<file path="config.mk">
export PLATFORM = sky130hd
export DESIGN_NAME = lsu_flat
export DESIGN_NICKNAME = d
export VERILOG_FILES = /design/src/rtl/lsu_if.sv /design/src/rtl/lsu.sv /design/src/flat_wrapper.sv
export SDC_FILE = /design/constraint.sdc
export NUM_CORES = 1
export LEC_CHECK = 0
export CAP_MARGIN = 20
export CORE_ASPECT_RATIO = 2
export CORE_MARGIN = 5
export CORE_UTILIZATION = 45
export DETAILED_ROUTE_END_ITERATION = 7
export PLACE_DENSITY = 0.8
export SYNTH_ARGS = -nofsm -noshare
export SYNTH_HDL_FRONTEND = slang
export SYNTH_SLANG_ARGS = --single-unit
</file>
<file path="constraint.sdc">
create_clock -name clock -period 4.9 [get_ports clock]
set_input_delay 0.735 -clock clock [delete_from_list [all_inputs] [get_ports clock]]
set_output_delay 0.735 -clock clock [all_outputs]
set_load 0.1 [all_outputs]
</file>
<file path="src/rtl/lsu_if.sv">
// Bundle of the lsu's execute, memory and writeback handshakes.
// The master modport is the lsu's view; slave is the surrounding pipeline/memory.
interface lsu_if;
  logic        E_valid_i;
  logic        m_ready_o;
  logic [63:0] addr_i;
  logic [63:0] wdata_i;
  logic [3:0]  mask_i;
  logic        renMem_i;
  logic        wenMem_i;
  logic        is_load_signed_i;
  logic        wenReg_i;
  logic [4:0]  rd_i;

  logic        mem_req_valid_o;
  logic        mem_req_ready_i;
  logic [63:0] mem_addr_o;
  logic        mem_wen_o;
  logic [63:0] mem_wdata_o;
  logic [7:0]  mem_wstrb_o;
  logic        mem_rsp_valid_i;
  logic [63:0] mem_rdata_i;

  logic        m_valid_o;
  logic        W_ready_i;
  logic        wenReg_o;
  logic [4:0]  rd_o;
  logic [63:0] wbdata_o;
  logic [4:0]  M_byp_rd_o;
  logic        misalign_o;

  modport master (
    input  E_valid_i, addr_i, wdata_i, mask_i, renMem_i, wenMem_i,
           is_load_signed_i, wenReg_i, rd_i,
           mem_req_ready_i, mem_rsp_valid_i, mem_rdata_i, W_ready_i,
    output m_ready_o, mem_req_valid_o, mem_addr_o, mem_wen_o, mem_wdata_o,
           mem_wstrb_o, m_valid_o, wenReg_o, rd_o, wbdata_o, M_byp_rd_o,
           misalign_o
  );

  modport slave (
    output E_valid_i, addr_i, wdata_i, mask_i, renMem_i, wenMem_i,
           is_load_signed_i, wenReg_i, rd_i,
           mem_req_ready_i, mem_rsp_valid_i, mem_rdata_i, W_ready_i,
    input  m_ready_o, mem_req_valid_o, mem_addr_o, mem_wen_o, mem_wdata_o,
           mem_wstrb_o, m_valid_o, wenReg_o, rd_o, wbdata_o, M_byp_rd_o,
           misalign_o
  );
endinterface

</file>
<file path="src/rtl/lsu.sv">
// Load/store unit between execute and writeback: IDLE/REQ/WAIT/DONE FSM driving a 64-bit memory port.
// Define YSYX_23060251_LSU_MISALIGN_CHECK_EN to trap misaligned accesses instead of issuing them.
module lsu (
  input  logic       clock,
  input  logic       reset,
  lsu_if.master      bus,
  output logic [1:0] dbg_state
);
  // Handshakes: a transfer happens on a cycle where valid & ready are both 1 at the rising edge;
  // a source holds valid and its payload stable until that cycle, ready never depends on the
  // same-direction valid, and the memory never responds in the cycle its request is accepted.
  typedef enum logic [1:0] {IDLE = 2'd0, REQ = 2'd1, WAIT = 2'd2, DONE = 2'd3} state_t;

  state_t      state, state_n;
  logic [63:0] addr_q, wdata_q, wb_q;
  logic [1:0]  size_q;
  logic        is_store_q, sgn_q, wen_q, wen_raw_q;
  logic [4:0]  rd_q;

  logic        accept, mem_op, misaligned;
  logic [1:0]  size_in;
  logic [2:0]  off;
  logic [63:0] shifted, load_val;
  logic [7:0]  byte_en;
  state_t      go_state;

  assign mem_op = bus.renMem_i | bus.wenMem_i;
  assign off    = addr_q[2:0];

  // Access size as log2(bytes); anything that is not one-hot becomes a double.
  always_comb begin
    case (bus.mask_i)
      4'b0001: size_in = 2'd0;
      4'b0010: size_in = 2'd1;
      4'b0100: size_in = 2'd2;
      default: size_in = 2'd3;
    endcase
  end

`ifdef YSYX_23060251_LSU_MISALIGN_CHECK_EN
  logic misalign_q;

  always_comb begin
    case (size_in)
      2'd0:    misaligned = 1'b0;
      2'd1:    misaligned = mem_op & bus.addr_i[0];
      2'd2:    misaligned = mem_op & (|bus.addr_i[1:0]);
      default: misaligned = mem_op & (|bus.addr_i[2:0]);
    endcase
  end

  always_ff @(posedge clock) begin
    if (reset) misalign_q <= 1'b0;
    else       misalign_q <= accept & misaligned;
  end

  assign bus.misalign_o = misalign_q;
`else
  assign misaligned     = 1'b0;
  assign bus.misalign_o = 1'b0;
`endif

  assign bus.m_ready_o = (state == IDLE) | ((state == DONE) & bus.W_ready_i);
  assign accept        = bus.E_valid_i & bus.m_ready_o;
  assign go_state      = (mem_op & ~misaligned) ? REQ : DONE;

  always_ff @(posedge clock) begin
    if (reset) state <= IDLE;
    else       state <= state_n;
  end

  always_comb begin
    state_n = state;
    case (state)
      IDLE: if (accept) state_n = go_state;
      REQ:  if (bus.mem_req_ready_i) state_n = WAIT;
      WAIT: if (bus.mem_rsp_valid_i) state_n = DONE;
      DONE: if (bus.W_ready_i) state_n = accept ? go_state : IDLE;
      default: state_n = IDLE;
    endcase
  end

  // Load data alignment and extension from the latched offset/size.
  always_comb begin
    shifted = bus.mem_rdata_i >> {off, 3'b000};
    case (size_q)
      2'd0:    load_val = {{56{sgn_q & shifted[7]}},  shifted[7:0]};
      2'd1:    load_val = {{48{sgn_q & shifted[15]}}, shifted[15:0]};
      2'd2:    load_val = {{32{sgn_q & shifted[31]}}, shifted[31:0]};
      default: load_val = shifted;
    endcase
  end

  always_comb begin
    case (size_q)
      2'd0:    byte_en = 8'h01;
      2'd1:    byte_en = 8'h03;
      2'd2:    byte_en = 8'h0F;
      default: byte_en = 8'hFF;
    endcase
  end

  always_ff @(posedge clock) begin
    if (reset) begin
      addr_q     <= '0;
      wdata_q    <= '0;
      wb_q       <= '0;
      size_q     <= '0;
      is_store_q <= 1'b0;
      sgn_q      <= 1'b0;
      wen_q      <= 1'b0;
      wen_raw_q  <= 1'b0;
      rd_q       <= '0;
    end else if (accept) begin
      addr_q     <= bus.addr_i;
      wdata_q    <= bus.wdata_i;
      wb_q       <= bus.addr_i;
      size_q     <= size_in;
      is_store_q <= bus.wenMem_i;
      sgn_q      <= bus.is_load_signed_i;
      wen_q      <= bus.wenReg_i & ~bus.wenMem_i & ~misaligned;
      wen_raw_q  <= bus.wenReg_i;
      rd_q       <= bus.rd_i;
    end else if ((state == WAIT) && bus.mem_rsp_valid_i && !is_store_q) begin
      wb_q <= load_val;
    end
  end

  // Strobes past byte 7 fall off the 8-bit shift, truncating crossing accesses.
  assign bus.mem_req_valid_o = (state == REQ);
  assign bus.mem_addr_o      = {addr_q[63:3], 3'b000};
  assign bus.mem_wen_o       = is_store_q;
  assign bus.mem_wstrb_o     = is_store_q ? (byte_en << off) : 8'h00;
  assign bus.mem_wdata_o     = wdata_q << {off, 3'b000};

  assign bus.m_valid_o  = (state == DONE);
  assign bus.wenReg_o   = (state == DONE) & wen_q;
  assign bus.rd_o       = rd_q;
  assign bus.wbdata_o   = wb_q;
  assign bus.M_byp_rd_o = ((state != IDLE) && wen_raw_q) ? rd_q : 5'd0;

  assign dbg_state = state;
endmodule

</file>
<file path="src/flat_wrapper.sv">
// flat-port wrapper written by rule: the top's interface ports become plain ports
module lsu_flat 
  (clock, reset, dbg_state, bus_E_valid_i, bus_addr_i, bus_wdata_i, bus_mask_i, bus_renMem_i, bus_wenMem_i, bus_is_load_signed_i, bus_wenReg_i, bus_rd_i, bus_mem_req_ready_i, bus_mem_rsp_valid_i, bus_mem_rdata_i, bus_W_ready_i, bus_m_ready_o, bus_mem_req_valid_o, bus_mem_addr_o, bus_mem_wen_o, bus_mem_wdata_o, bus_mem_wstrb_o, bus_m_valid_o, bus_wenReg_o, bus_rd_o, bus_wbdata_o, bus_M_byp_rd_o, bus_misalign_o);
  lsu_if bus_i ();
  input  logic clock;
  input  logic reset;
  output logic [1:0] dbg_state;
  input wire logic [$bits(bus_i.E_valid_i)-1:0] bus_E_valid_i;
  input wire logic [$bits(bus_i.addr_i)-1:0] bus_addr_i;
  input wire logic [$bits(bus_i.wdata_i)-1:0] bus_wdata_i;
  input wire logic [$bits(bus_i.mask_i)-1:0] bus_mask_i;
  input wire logic [$bits(bus_i.renMem_i)-1:0] bus_renMem_i;
  input wire logic [$bits(bus_i.wenMem_i)-1:0] bus_wenMem_i;
  input wire logic [$bits(bus_i.is_load_signed_i)-1:0] bus_is_load_signed_i;
  input wire logic [$bits(bus_i.wenReg_i)-1:0] bus_wenReg_i;
  input wire logic [$bits(bus_i.rd_i)-1:0] bus_rd_i;
  input wire logic [$bits(bus_i.mem_req_ready_i)-1:0] bus_mem_req_ready_i;
  input wire logic [$bits(bus_i.mem_rsp_valid_i)-1:0] bus_mem_rsp_valid_i;
  input wire logic [$bits(bus_i.mem_rdata_i)-1:0] bus_mem_rdata_i;
  input wire logic [$bits(bus_i.W_ready_i)-1:0] bus_W_ready_i;
  output wire logic [$bits(bus_i.m_ready_o)-1:0] bus_m_ready_o;
  output wire logic [$bits(bus_i.mem_req_valid_o)-1:0] bus_mem_req_valid_o;
  output wire logic [$bits(bus_i.mem_addr_o)-1:0] bus_mem_addr_o;
  output wire logic [$bits(bus_i.mem_wen_o)-1:0] bus_mem_wen_o;
  output wire logic [$bits(bus_i.mem_wdata_o)-1:0] bus_mem_wdata_o;
  output wire logic [$bits(bus_i.mem_wstrb_o)-1:0] bus_mem_wstrb_o;
  output wire logic [$bits(bus_i.m_valid_o)-1:0] bus_m_valid_o;
  output wire logic [$bits(bus_i.wenReg_o)-1:0] bus_wenReg_o;
  output wire logic [$bits(bus_i.rd_o)-1:0] bus_rd_o;
  output wire logic [$bits(bus_i.wbdata_o)-1:0] bus_wbdata_o;
  output wire logic [$bits(bus_i.M_byp_rd_o)-1:0] bus_M_byp_rd_o;
  output wire logic [$bits(bus_i.misalign_o)-1:0] bus_misalign_o;
  assign bus_i.E_valid_i = bus_E_valid_i;
  assign bus_i.addr_i = bus_addr_i;
  assign bus_i.wdata_i = bus_wdata_i;
  assign bus_i.mask_i = bus_mask_i;
  assign bus_i.renMem_i = bus_renMem_i;
  assign bus_i.wenMem_i = bus_wenMem_i;
  assign bus_i.is_load_signed_i = bus_is_load_signed_i;
  assign bus_i.wenReg_i = bus_wenReg_i;
  assign bus_i.rd_i = bus_rd_i;
  assign bus_i.mem_req_ready_i = bus_mem_req_ready_i;
  assign bus_i.mem_rsp_valid_i = bus_mem_rsp_valid_i;
  assign bus_i.mem_rdata_i = bus_mem_rdata_i;
  assign bus_i.W_ready_i = bus_W_ready_i;
  assign bus_m_ready_o = bus_i.m_ready_o;
  assign bus_mem_req_valid_o = bus_i.mem_req_valid_o;
  assign bus_mem_addr_o = bus_i.mem_addr_o;
  assign bus_mem_wen_o = bus_i.mem_wen_o;
  assign bus_mem_wdata_o = bus_i.mem_wdata_o;
  assign bus_mem_wstrb_o = bus_i.mem_wstrb_o;
  assign bus_m_valid_o = bus_i.m_valid_o;
  assign bus_wenReg_o = bus_i.wenReg_o;
  assign bus_rd_o = bus_i.rd_o;
  assign bus_wbdata_o = bus_i.wbdata_o;
  assign bus_M_byp_rd_o = bus_i.M_byp_rd_o;
  assign bus_misalign_o = bus_i.misalign_o;
  lsu u_core (.clock(clock), .reset(reset), .bus(bus_i), .dbg_state(dbg_state));
endmodule
</file>
**Word level (Yosys, flattened, before mapping)**

Cells that the tools add are included.

- Bits of input ports: 211
- Output and inout port bits: 218
- Register bits after elaboration: 205

- Shift operators: 3
- Muxes and demuxes: 14
- Reductions and logical operators: 9
- Bitwise gates (word level): 10
- Equality and inequality tests: 12

Operators with widths:

| kind | count |
|---|---|
| $pmux 64 s3 | 1 |
| $mux 64 | 2 |
| $shl 64x6->64 | 1 |
| $shr 64x6->64 | 1 |
| $pmux 8 s3 | 1 |
| $mux 2 | 6 |
| $mux 8 | 1 |
| $pmux 2 s4 | 1 |
| $shl 8x3->8 | 1 |
| $and 1x1->1 | 7 |
| $eq 2x2->1 const B | 3 |
| $ne 2x2->1 const B | 3 |
| $pmux 2 s3 | 1 |
| $mux 5 | 1 |
| $eq 2x1->1 const B | 2 |
| $eq 4x1->1 const B | 1 |
| $eq 4x2->1 const B | 1 |
| $eq 4x3->1 const B | 1 |
| $logic_not 2->1 | 2 |
| $reduce_and 4->1 | 1 |
| $reduce_bool 2->1 | 2 |
| $logic_and 1x1->1 | 3 |
| $ne 2x1->1 const B | 1 |
| $or 1x1->1 | 2 |
| other kinds (2) | 2 |

**Depth between registers and ports, before layout**

Gate-level depths: netlist of the first run.

- Depth after elaboration: 7
- Mapped depth: 9
- Depth with buffers taken out: 5

**Least setup slack after synthesis of the first run**

Ideal clock, no wire load.

- Path kind: reg-to-output
- From: register u_core.addr_q[1]
- To: output bus_mem_wstrb_o[7]
- Cell stages (with the launch flop): 9
- Data arrival time: 3.709 ns
- Required time: 4.165 ns
- Slack: 0.456 ns
- Path buffers: 5
- Cell sequence: dfxtp_1 buf_4 buf_2 buf_2 buf_2 buf_2 o21a_1 nor2_1 nor3b_1

- Cells in the longest elaborated chain, start to end: 2

RTL lines:

| what | RTL line | RTL |
|---|---|---|
| from (decl) | lsu.sv:15 | `logic [63:0] addr_q, wdata_q, wb_q;` |
| from (signal assigned) | lsu.sv:115 | `addr_q <= bus.addr_i;` |
| $shl 8x3->8 | lsu.sv:133 | `assign bus.mem_wstrb_o = is_store_q ? (byte_en << off) : 8'h00;` |
| $mux 8 | lsu.sv:133 |  |
| to (decl) | flat_wrapper.sv:26 | `output wire logic [$bits(bus_i.mem_wstrb_o)-1:0] bus_mem_wstrb_o;` |

Every way passes these cells.

**Final worst setup path of the first run**

- From: register u_core.addr_q[1]
- To: output bus_mem_wstrb_o[5]

Same word-level chain as after synthesis.

==> results of run 1 <==
==> cell families after synthesis <==
group	Yosys count
compound gates	453
buf+inv	215
other cells	1
mux	165
simple gates	532
flops	205
xor+xnor	2
==> through the flow <==
stage / total power [uW] / instances / utilization / hold WS, ns / worst slack (ns)
2_1_floorplan: 4130 / 1576 / - / 0.428 / 0.456
3_3_place_gp: 4880 / 2155 / 0.589 / 0.435 / 1.54
3_5_place_dp: 4900 / 2156 / 0.589 / 0.443 / 1.46
4_1_cts: 6420 / 2190 / 0.612 / 0.452 / 0.953
5_1_grt: 6620 / 2195 / 0.613 / 0.470 / 0.813
6_report: 6420 / 2195 / 0.613 / 0.453 / 0.944
==> worst max-delay path, stage by stage, from the launching register on <==
cell             delay [ns]
dfxtp_4                0.82
nand2b_1               0.45
o21ai_0                0.20
and3b_1                0.24
clkdlybuf4s50_1        0.97
==> cell type report <==
cell class | count | area, um2 | area share
antenna | 5 | 12.5 | 0.000756
clock buffer | 29 | 594 | 0.0359
clock inverter | 5 | 32.5 | 0.00197
inverter | 9 | 33.8 | 0.00204
multi-input combinational | 1156 | 7110 | 0.429
sequential | 205 | 4120 | 0.249
tap | 348 | 435 | 0.0263
timing repair buffer | 438 | 4220 | 0.255
==> power breakdown <==
group | internal [uW] | switching (uW) | total (uW) | leakage [uW]
registers | 1820 | 174 | 2000 | 0.00168
clock network | 844 | 685 | 1530 | 0.000314
logic | 781 | 2110 | 2890 | 0.00401
==> sequential cells by signal, indices dropped and copies added, names as in the netlist <==
name                  flops
u_core.bus.mem_wen_o      1
u_core.wen_q              1
u_core.wdata_q           64
u_core.sgn_q              1
u_core.size_q             2
u_core.bus.wbdata_o      64
u_core.addr_q            64
u_core.wen_raw_q          1
u_core.dbg_state          2
u_core.bus.rd_o           5
==> placed cells by master (no fill, tap or decap), types with 20 or more instances in the layout <==
cell             synthesis  layout
clkdlybuf4s50_1          0     356
a22o_1                  24      24
nand2_1                358     357
buf_4                   74      78
and2_1                  24      23
dfxtp_1                205     202
a22oi_1                 40      40
o21ai_0                 54      54
o22ai_1                 32      32
nor2_1                  79      79
mux2_2                  33      33
mux2i_1                119     119
a21oi_1                189     189
clkbuf_16                0      20
==> path summary, 6_finish.rpt <==
check | start | to | cells past startpoint | slack (ns)
max | u_core.addr_q[1] | bus_mem_wstrb_o[5] | 4 | 0.94
min reg2reg | u_core.bus.wbdata_o[6] | u_core.bus.wbdata_o[6] | 2 | 0.45
min | u_core.bus.wbdata_o[6] | u_core.bus.wbdata_o[6] | 2 | 0.45
max reg2reg | u_core.addr_q[1] | u_core.bus.wbdata_o[60] | 6 | 1.39
==> per-layer routing <==
metal | vias to the layer above | track usage | wire length, um
met2 | 620 | 0.603 | 28200
met4 | 2 | 0.210 | 3900
li1 | 6002 | - | -
met3 | 163 | 0.0485 | 3040
met5 | - | 0 | 13
met1 | 6121 | 0.325 | 17800
==> Yosys cell counts, types with 8 or more instances <==
library cell / instances
a211oi_1: 16
a21oi_1: 189
a221oi_1: 10
a22o_1: 24
a22oi_1: 40
and2_1: 24
and3_1: 10
buf_1: 10
buf_2: 44
buf_4: 74
clkbuf_1: 77
dfxtp_1: 205
inv_1: 8
mux2_2: 33
mux2i_1: 119
mux4_2: 11
nand2_1: 358
nand3b_1: 13
nor2_1: 79
nor2b_1: 16
o211ai_1: 12
o21a_1: 9
o21ai_0: 54
o21ai_1: 8
o221ai_1: 15
o22ai_1: 32
==> reports/qor.yml, run 1 <==
cts:
  cts_buffers: 19
  cts_tree: "done"
  clk_path_buf_depth: 3
  cts_root_buf: "clkbuf_16"
  h-tree-depth: 1
  cts_resized: 0
  cts_setup_buffers: 0
  clkLatencyLatePin_ns: 0.52
  hold_buffers: 0
  cts_sinks: 205
  path_clk_slew_ns: 0.07
synth:
  yosys.area_share.xor_xnor: 0.00142
  syn_area_um2: 12300
  synth_compound_area_frac: 0.238
  yosysTopAreaCell: "dfxtp_1"
  synthTopCellsByArea: "dfxtp_1, nand2_1, mux2i_1, a21oi_1, buf_4"
  ys_ff_latch: 205
  ys_seq_area_frac: 0.333
  synth_cell_type_count: 63
  postSynthAreaPerCell_um2: 7.84
  synth-adder-area-share: 0
  synth-edff-count: 0
  synthSimpleGateAreaFrac: 0.186
  synth_flop_cell: "dfxtp_1"
  synth_top_family_by_area: "compound AO/OA/AOI/OAI gates"
  muxShareOfSynthArea: 0.149
  async_reset_ff_frac: 0
  synth_warnings: 0
  synth_top_cell_area_share: 0.333
  synthCells: 1573
route:
  drtPass1Iterations: 6
  num_vias: 12900
  via_per_inst: 5.88
  ant_nets: 0
  drt_wl_total_um: 53000
  routedWlPerCell_um: 24.1
  drc_errors: 0
  drtIter0Drc: 865
placed_design:
  placed_area_um2: 15900
  port_buffers: 424
  gp_congestion: 1.03
  hpwl_um: 40600
pwr:
  power_density_nw_per_um2: 388
  cellLeakagePower_uw: 0.00601
  peakVddDrop_uv: 254
grt:
  antenna_found_initial: 6
  grt_remaining_overflow: 0
  grt_pass1_vias: 12600
  grt_usage: 0.323
  grt_max_degree: 99
  grt_pass1_wl_um: 77300
cells_and_area:
  fin_area_um2: 16500
  nFillCells: 2479
  drive_above_1_share: 0.0993
  synthToLayoutAreaGrowth_pct: 34.2
  fin_nets: 2040
run_status:
  status: "complete, no violations"
worst_setup_path:
  cp_max_fo: 53
  endpoint_kind: "output port"
  path_class: "reg2out"
  cp_data_arrival_time_ns: 3.22
  worstPathRequired_ns: 4.16
  startpoint_type: "register"
sta:
  setup_tns_ns: 0
  maxSlewViolCount: 0
  setup_viol: 0
  slew_headroom: 0.173
  fin_worst_skew_ns: 0.0117
  fin_crit_sh: 0.807
  rsz0062_at_grt: "false"
  timing.final.crit_period_ns: 3.96
  worstMarginPinSlew_ns: 1.23
  max_freq_mhz: 253
  hold_violations: 0
floorplan:
  die-area_um2: 31000
  die_w_um: 127
  pin_count: 429
  initial_utilization: 0.456
  die_y_um: 244
  coreArea_um2: 27000
  rows: 85
min_path:
  hold_class: "reg2reg"
job:
  maxCapViolations: 0
Power figures use the tool's default switching activity.
==> run 2: changes to the inputs <==
==> constraint.sdc (replaced) <==
create_clock -name clock -period 3.65 [get_ports clock]
set_input_delay 0.5475 -clock clock [delete_from_list [all_inputs] [get_ports clock]]
set_output_delay 0.5475 -clock clock [all_outputs]
set_load 0.1 [all_outputs]
==> reports/qor.yml, run 2 (same netlist as run 1, synthesis figures left out) <==
cells_and_area:
  final_cell_mix: "nand2_1, clkdlybuf4s50_1, dfxtp_1"
  nFillCells: 2435  # -1.8%
  multi_input_area_um2: 7150  # +0.62%
  synthToLayoutAreaGrowth_pct: 37.8
  final_common_cell: "nand2_1"
  stdcell_count: 2214  # +0.87%
  fin_nets: 2057  # +0.83%
  seq_area_um2: 4120  # unchanged
  fin_area_um2: 17000  # +2.7%
  drive_above_1_share: 0.123  # +0.0238
worst_setup_path:
  path_class: "reg2out"
  worst-path-buf-inv: 2  # +1
  critPathMostFrequentCell: "buf_4"
  slowest_delay_ns: 0.84  # -0.13 ns
  worstPathRequired_ns: 3.10  # -1.06 ns
  critical-path-slowest-cell: "nor3b_1"
  cp_max_fo: 56  # +5.7%
  startpoint_type: "register"
  cp_data_arrival_time_ns: 2.83  # -0.39 ns
  cp_top_family: "simple AND/OR/NAND/NOR gates"
  critical_path.cell_chain: "buf_4, nor3b_1, o21a_1, buf_4"
  endpoint_kind: "output port"
route:
  num_vias: 12900  # -0.054%
  drtPass1Iterations: 5  # -1
  drtIter0Drc: 989  # +14%
  drc_errors: 0  # unchanged
  ant_nets: 0  # unchanged
  routedWlPerCell_um: 24.5  # +1.6%
  via_per_inst: 5.83  # -0.91%
  drt_wl_total_um: 54200  # +2.4%
floorplan:
  rows: 85  # unchanged
  coreArea_um2: 27000  # unchanged
  die-area_um2: 31000  # unchanged
  die_y_um: 244  # unchanged
  initial_utilization: 0.456  # unchanged
  pin_count: 429  # unchanged
  die_w_um: 127  # unchanged
placed_design:
  place_inst: 2172  # +0.74%
  hpwl_um: 42100  # +3.7%
  placed_area_um2: 16300  # +2.3%
  port_buffers: 424  # unchanged
  gp_congestion: 1.04  # +1.2%
grt:
  grt_pass1_vias: 12900  # +2.2%
  grt_remaining_overflow: 0  # unchanged
  antenna_found_initial: 12  # +6
  grt_max_degree: 110  # +11%
  grt_usage: 0.332  # +0.00866
  grt_pass1_wl_um: 79300  # +2.5%
pwr:
  cellLeakagePower_uw: 0.00622  # +3.6%
  power_density_nw_per_um2: 523  # +35%
  total_power_uw: 8880  # +38%
  peakVddDrop_uv: 397  # +56%
sta:
  worstMarginPinSlew_ns: 1.13  # -0.102 ns
  fin_crit_sh: 0.926
  setup_tns_ns: 0  # unchanged
  slew_headroom: 0.246  # +0.0726
  maxSlewViolCount: 0  # unchanged
  rsz0062_at_grt: "false"
  setup_viol: 0  # unchanged
  timing.final.crit_period_ns: 3.38
  fin_worst_skew_ns: 0.0129  # +0.00123 ns
  hold_violations: 0  # unchanged
  max_freq_mhz: 296
  hold_ws_ns: 0.347  # -0.107 ns
cts:
  cts_resized: 0  # unchanged
  cts_tree: "done"
  clkLatencyLatePin_ns: 0.52  # about the same
  cts_buffers: 20  # +1
  cts_root_buf: "clkbuf_16"
  path_clk_slew_ns: 0.07  # about the same
  cts_sinks: 205  # unchanged
  cts_setup_buffers: 0  # unchanged
  h-tree-depth: 1  # unchanged
  hold_buffers: 0  # unchanged
  clk_path_buf_depth: 3  # unchanged
min_path:
  hold_class: "in2reg"
job:
  maxCapViolations: 0  # unchanged
run_status:
  status: "complete, no violations"
==> run 2: power by group <==
part           internal (uW)  switching (uW)  leakage, uW
logic                   1140            2870      0.00420
registers               2450             231      0.00168
clock network           1240             955     0.000341
total                   4830            4060      0.00622
==> run 2: cell type report <==
class                           count  share of cell area
Clock inverter                      7             0.00280
Multi-Input combinational cell   1156               0.421
Antenna cell                        6            0.000884
Tap cell                          348              0.0256
Inverter                            9             0.00199
Clock buffer                       29              0.0381
Sequential cell                   205               0.242
Timing Repair Buffer              454               0.268
==> run 2: worst reg2reg max path: cells and delay by family, from the launching register on <==
kind / cells / cell delay [ns]
flops: 1 / 0.57
compound gates: 4 / 1.01
buf+inv: 1 / 0.38
simple gates: 1 / 0.84
==> run 2: routing by layer <==
layer / wire (um) / up-vias / global-route usage / share of wire
li1: - / 6040 / - / -
met1: 18100 / 6123 / 0.333 / 0.33
met2: 28800 / 579 / 0.616 / 0.53
met3: 3260 / 151 / 0.0579 / 0.060
met4: 4030 / 8 / 0.214 / 0.074
met5: 51 / - / 0 / 0.00094
==> run 2: final timing paths <==
kind	start	end	slack [ns]	depth (start not counted)
worst max-delay path	u_core.addr_q[1]	bus_mem_wstrb_o[4]	0.27	4
worst min-delay path	reset	u_core.addr_q[4]	0.35	2
worst max register to register	u_core.addr_q[1]	u_core.bus.wbdata_o[29]	0.78	6
worst min register to register	u_core.addr_q[21]	u_core.addr_q[21]	0.45	2
==> run 2: per-stage QoR <==
stage	setup slack, ns	utilization
after floorplan	0.0629	-
after global placement	0.742	0.603
after detailed placement	0.657	0.603
after CTS	0.353	0.628
after global routing	0.219	0.629
final	0.270	0.629
==> run 3: changes to the inputs <==
--- a/config.mk
+++ b/config.mk
@@ -5,12 +5,13 @@
 export SDC_FILE = /design/constraint.sdc
 export NUM_CORES = 1
 export LEC_CHECK = 0
+export ABC_AREA = 0
 export CAP_MARGIN = 20
 export CORE_ASPECT_RATIO = 2
 export CORE_MARGIN = 5
 export CORE_UTILIZATION = 45
 export DETAILED_ROUTE_END_ITERATION = 7
-export PLACE_DENSITY = 0.8
+export PLACE_DENSITY_LB_ADDON = 0.12
 export SYNTH_ARGS = -nofsm -noshare
 export SYNTH_HDL_FRONTEND = slang
 export SYNTH_SLANG_ARGS = --single-unit
==> reports/qor.yml, run 3 (same netlist as run 1, synthesis figures left out) <==
worst_setup_path:
  r2r_end: "u_core.bus.wbdata_o[16]"
  slowest_delay_ns: 0.78  # -0.06 ns
  crit_start: "u_core.addr_q[1]"
  r2r_slack_ns: 0.98  # +0.20 ns
  cp.depth: 6  # +2
  endpoint_kind: "output port"
  critPathMostFrequentCell: "buf_12"
  crit_path_end: "bus_mem_wstrb_o[6]"
  startpoint_type: "register"
  worst-path-buf-inv: 2  # unchanged
  critical_path.cell_chain: "buf_12, nand2b_1, o21ai_0, a22oi_1, nor2b_1, buf_12"
  path_class: "reg2out"
  worstPathRequired_ns: 3.10  # about the same
  cp_top_family: "flip-flops"
  r2r-start: "u_core.addr_q[1]"
  r2r_cells: 5  # -1
  cp_max_fo: 50  # -11%
  critical-path-slowest-cell: "dfxtp_4"
  cp_data_arrival_time_ns: 2.71  # -0.12 ns
floorplan:
  initial_utilization: 0.456  # unchanged
  die-area_um2: 31000  # unchanged
  rows: 85  # unchanged
  die_w_um: 127  # unchanged
  coreArea_um2: 27000  # unchanged
  pin_count: 429  # unchanged
  die_y_um: 244  # unchanged
cells_and_area:
  final_cell_mix: "nand2_1, clkdlybuf4s50_1, dfxtp_1"
  synthToLayoutAreaGrowth_pct: 37.8  # about the same
  drive_above_1_share: 0.120  # -0.00344
  stdcell_count: 2207  # -0.32%
  fin_nets: 2058  # +0.049%
  final_common_cell: "nand2_1"
route:
  ant_nets: 0  # unchanged
  drtIter0Drc: 851  # -14%
  routedWlPerCell_um: 23.4  # -4.3%
  drtPass1Iterations: 5  # unchanged
  drt_wl_total_um: 51700  # -4.6%
  via_per_inst: 5.76  # -1.1%
  drc_errors: 0  # unchanged
  num_vias: 12700  # -1.4%
cts:
  cts_buffers: 20  # unchanged
  hold_buffers: 0  # unchanged
  cts_tree: "done"
  clkLatencyLatePin_ns: 0.51  # about the same
  path_clk_slew_ns: 0.07  # about the same
  cts_root_buf: "clkbuf_16"
  cts_sinks: 205  # unchanged
  h-tree-depth: 1  # unchanged
  cts_resized: 0  # unchanged
  cts_setup_buffers: 0  # unchanged
  clk_path_buf_depth: 3  # unchanged
sta:
  rsz0062_at_grt: "false"
  fin_worst_skew_ns: 0.0204  # +0.00746 ns
  worstMarginPinSlew_ns: 1.08  # -0.0455 ns
  fin_crit_sh: 0.894  # -0.0325
  max_freq_mhz: 307  # +3.6%
  setup_viol: 0  # unchanged
  fin_ws_ns: 0.388  # +0.119 ns
  hold_ws_ns: 0.437  # +0.0903 ns
  maxSlewViolCount: 0  # unchanged
  setup_tns_ns: 0  # unchanged
  slew_headroom: 0.276  # +0.0304
  hold_violations: 0  # unchanged
  timing.final.crit_period_ns: 3.26  # -0.119 ns
min_path:
  hold_class: "in2reg"
grt:
  antenna_found_initial: 6  # -6
  grt_max_degree: 72  # -35%
  grt_pass1_wl_um: 75400  # -4.9%
  grt_usage: 0.314  # -0.0180
  grt_pass1_vias: 12500  # -3.3%
  grt_remaining_overflow: 0  # unchanged
pwr:
  peakVddDrop_uv: 449  # +13%
  power_density_nw_per_um2: 514  # -1.7%
  cellLeakagePower_uw: 0.00621  # -0.28%
placed_design:
  place_inst: 2173  # +0.046%
  hpwl_um: 40400  # -3.9%
  dpl_worst_slack_ns: 0.704  # +0.0468 ns
  gp_congestion: 1.01  # -2.6%
  port_buffers: 424  # unchanged
job:
  maxCapViolations: 0  # unchanged
run_status:
  status: "complete, no violations"
-- run 3: cell types whose count changed in the layout (fill, tap and decap cells not counted), sizes merged --
cell,previous run,this run
clkbuf,29,25
clkinv,6,2
diode,6,4
inv,8,10
bufinv,0,1
clkdlybuf4s50,339,340
clkinvlp,2,1
-- run 3: worst register-to-register path: cells and delay by family (launching register included) --
family,cells,cell delay [ns]
AND/OR/NAND/NOR,1,0.39
multiplexers,1,0.46
AO/OA/AOI/OAI,3,0.89
flip-flops,1,0.78
-- run 3: power by group --
part	internal, uW	total [uW]	switching, uW
Combinational	1150	4010	2860
Clock	1160	2050	899
Sequential	2450	2670	222
Total	4750	8730	3980
-- run 3: cell type report --
| class | count | area, um2 |
|---|---|---|
| Inverter | 9 | 33.8 |
| Antenna cell | 4 | 10.0 |
| Clock inverter | 5 | 60.1 |
| Fill cell | 2483 | 10000 |
| Clock buffer | 25 | 561 |
| Timing Repair Buffer | 455 | 4620 |
| Multi-Input combinational cell | 1156 | 7150 |
| Sequential cell | 205 | 4120 |
| Tap cell | 348 | 435 |
-- run 3: worst min path at each step --
stage                      start  cells past startpoint  slack (ns)                end
finish                     reset                      2        0.44  u_core.addr_q[36]
global placement    u_core.wen_q                      2        0.44       u_core.wen_q
CTS                        reset                      2        0.43  u_core.addr_q[36]
floorplan           u_core.wen_q                      2        0.43       u_core.wen_q
detailed placement  u_core.wen_q                      2        0.44       u_core.wen_q
global route               reset                      2        0.45  u_core.addr_q[36]
-- run 3: through the flow --
step	instance area (um2)	power, uW	util
floorplan	12400	5560	-
CTS	17000	8760	0.628
global placement	16400	6690	0.605
detailed placement	16400	6710	0.605
finish	17000	8730	0.629
global route	17000	9020	0.629
-- run 3: per-layer routing --
metal  wire length, um  global-route usage  vias up
met5                30                   0        -
met4              3750               0.193        4
met3              3250              0.0566      150
met2             27800               0.591      529
met1             16900               0.310     6006
li1                  -                   -     6029
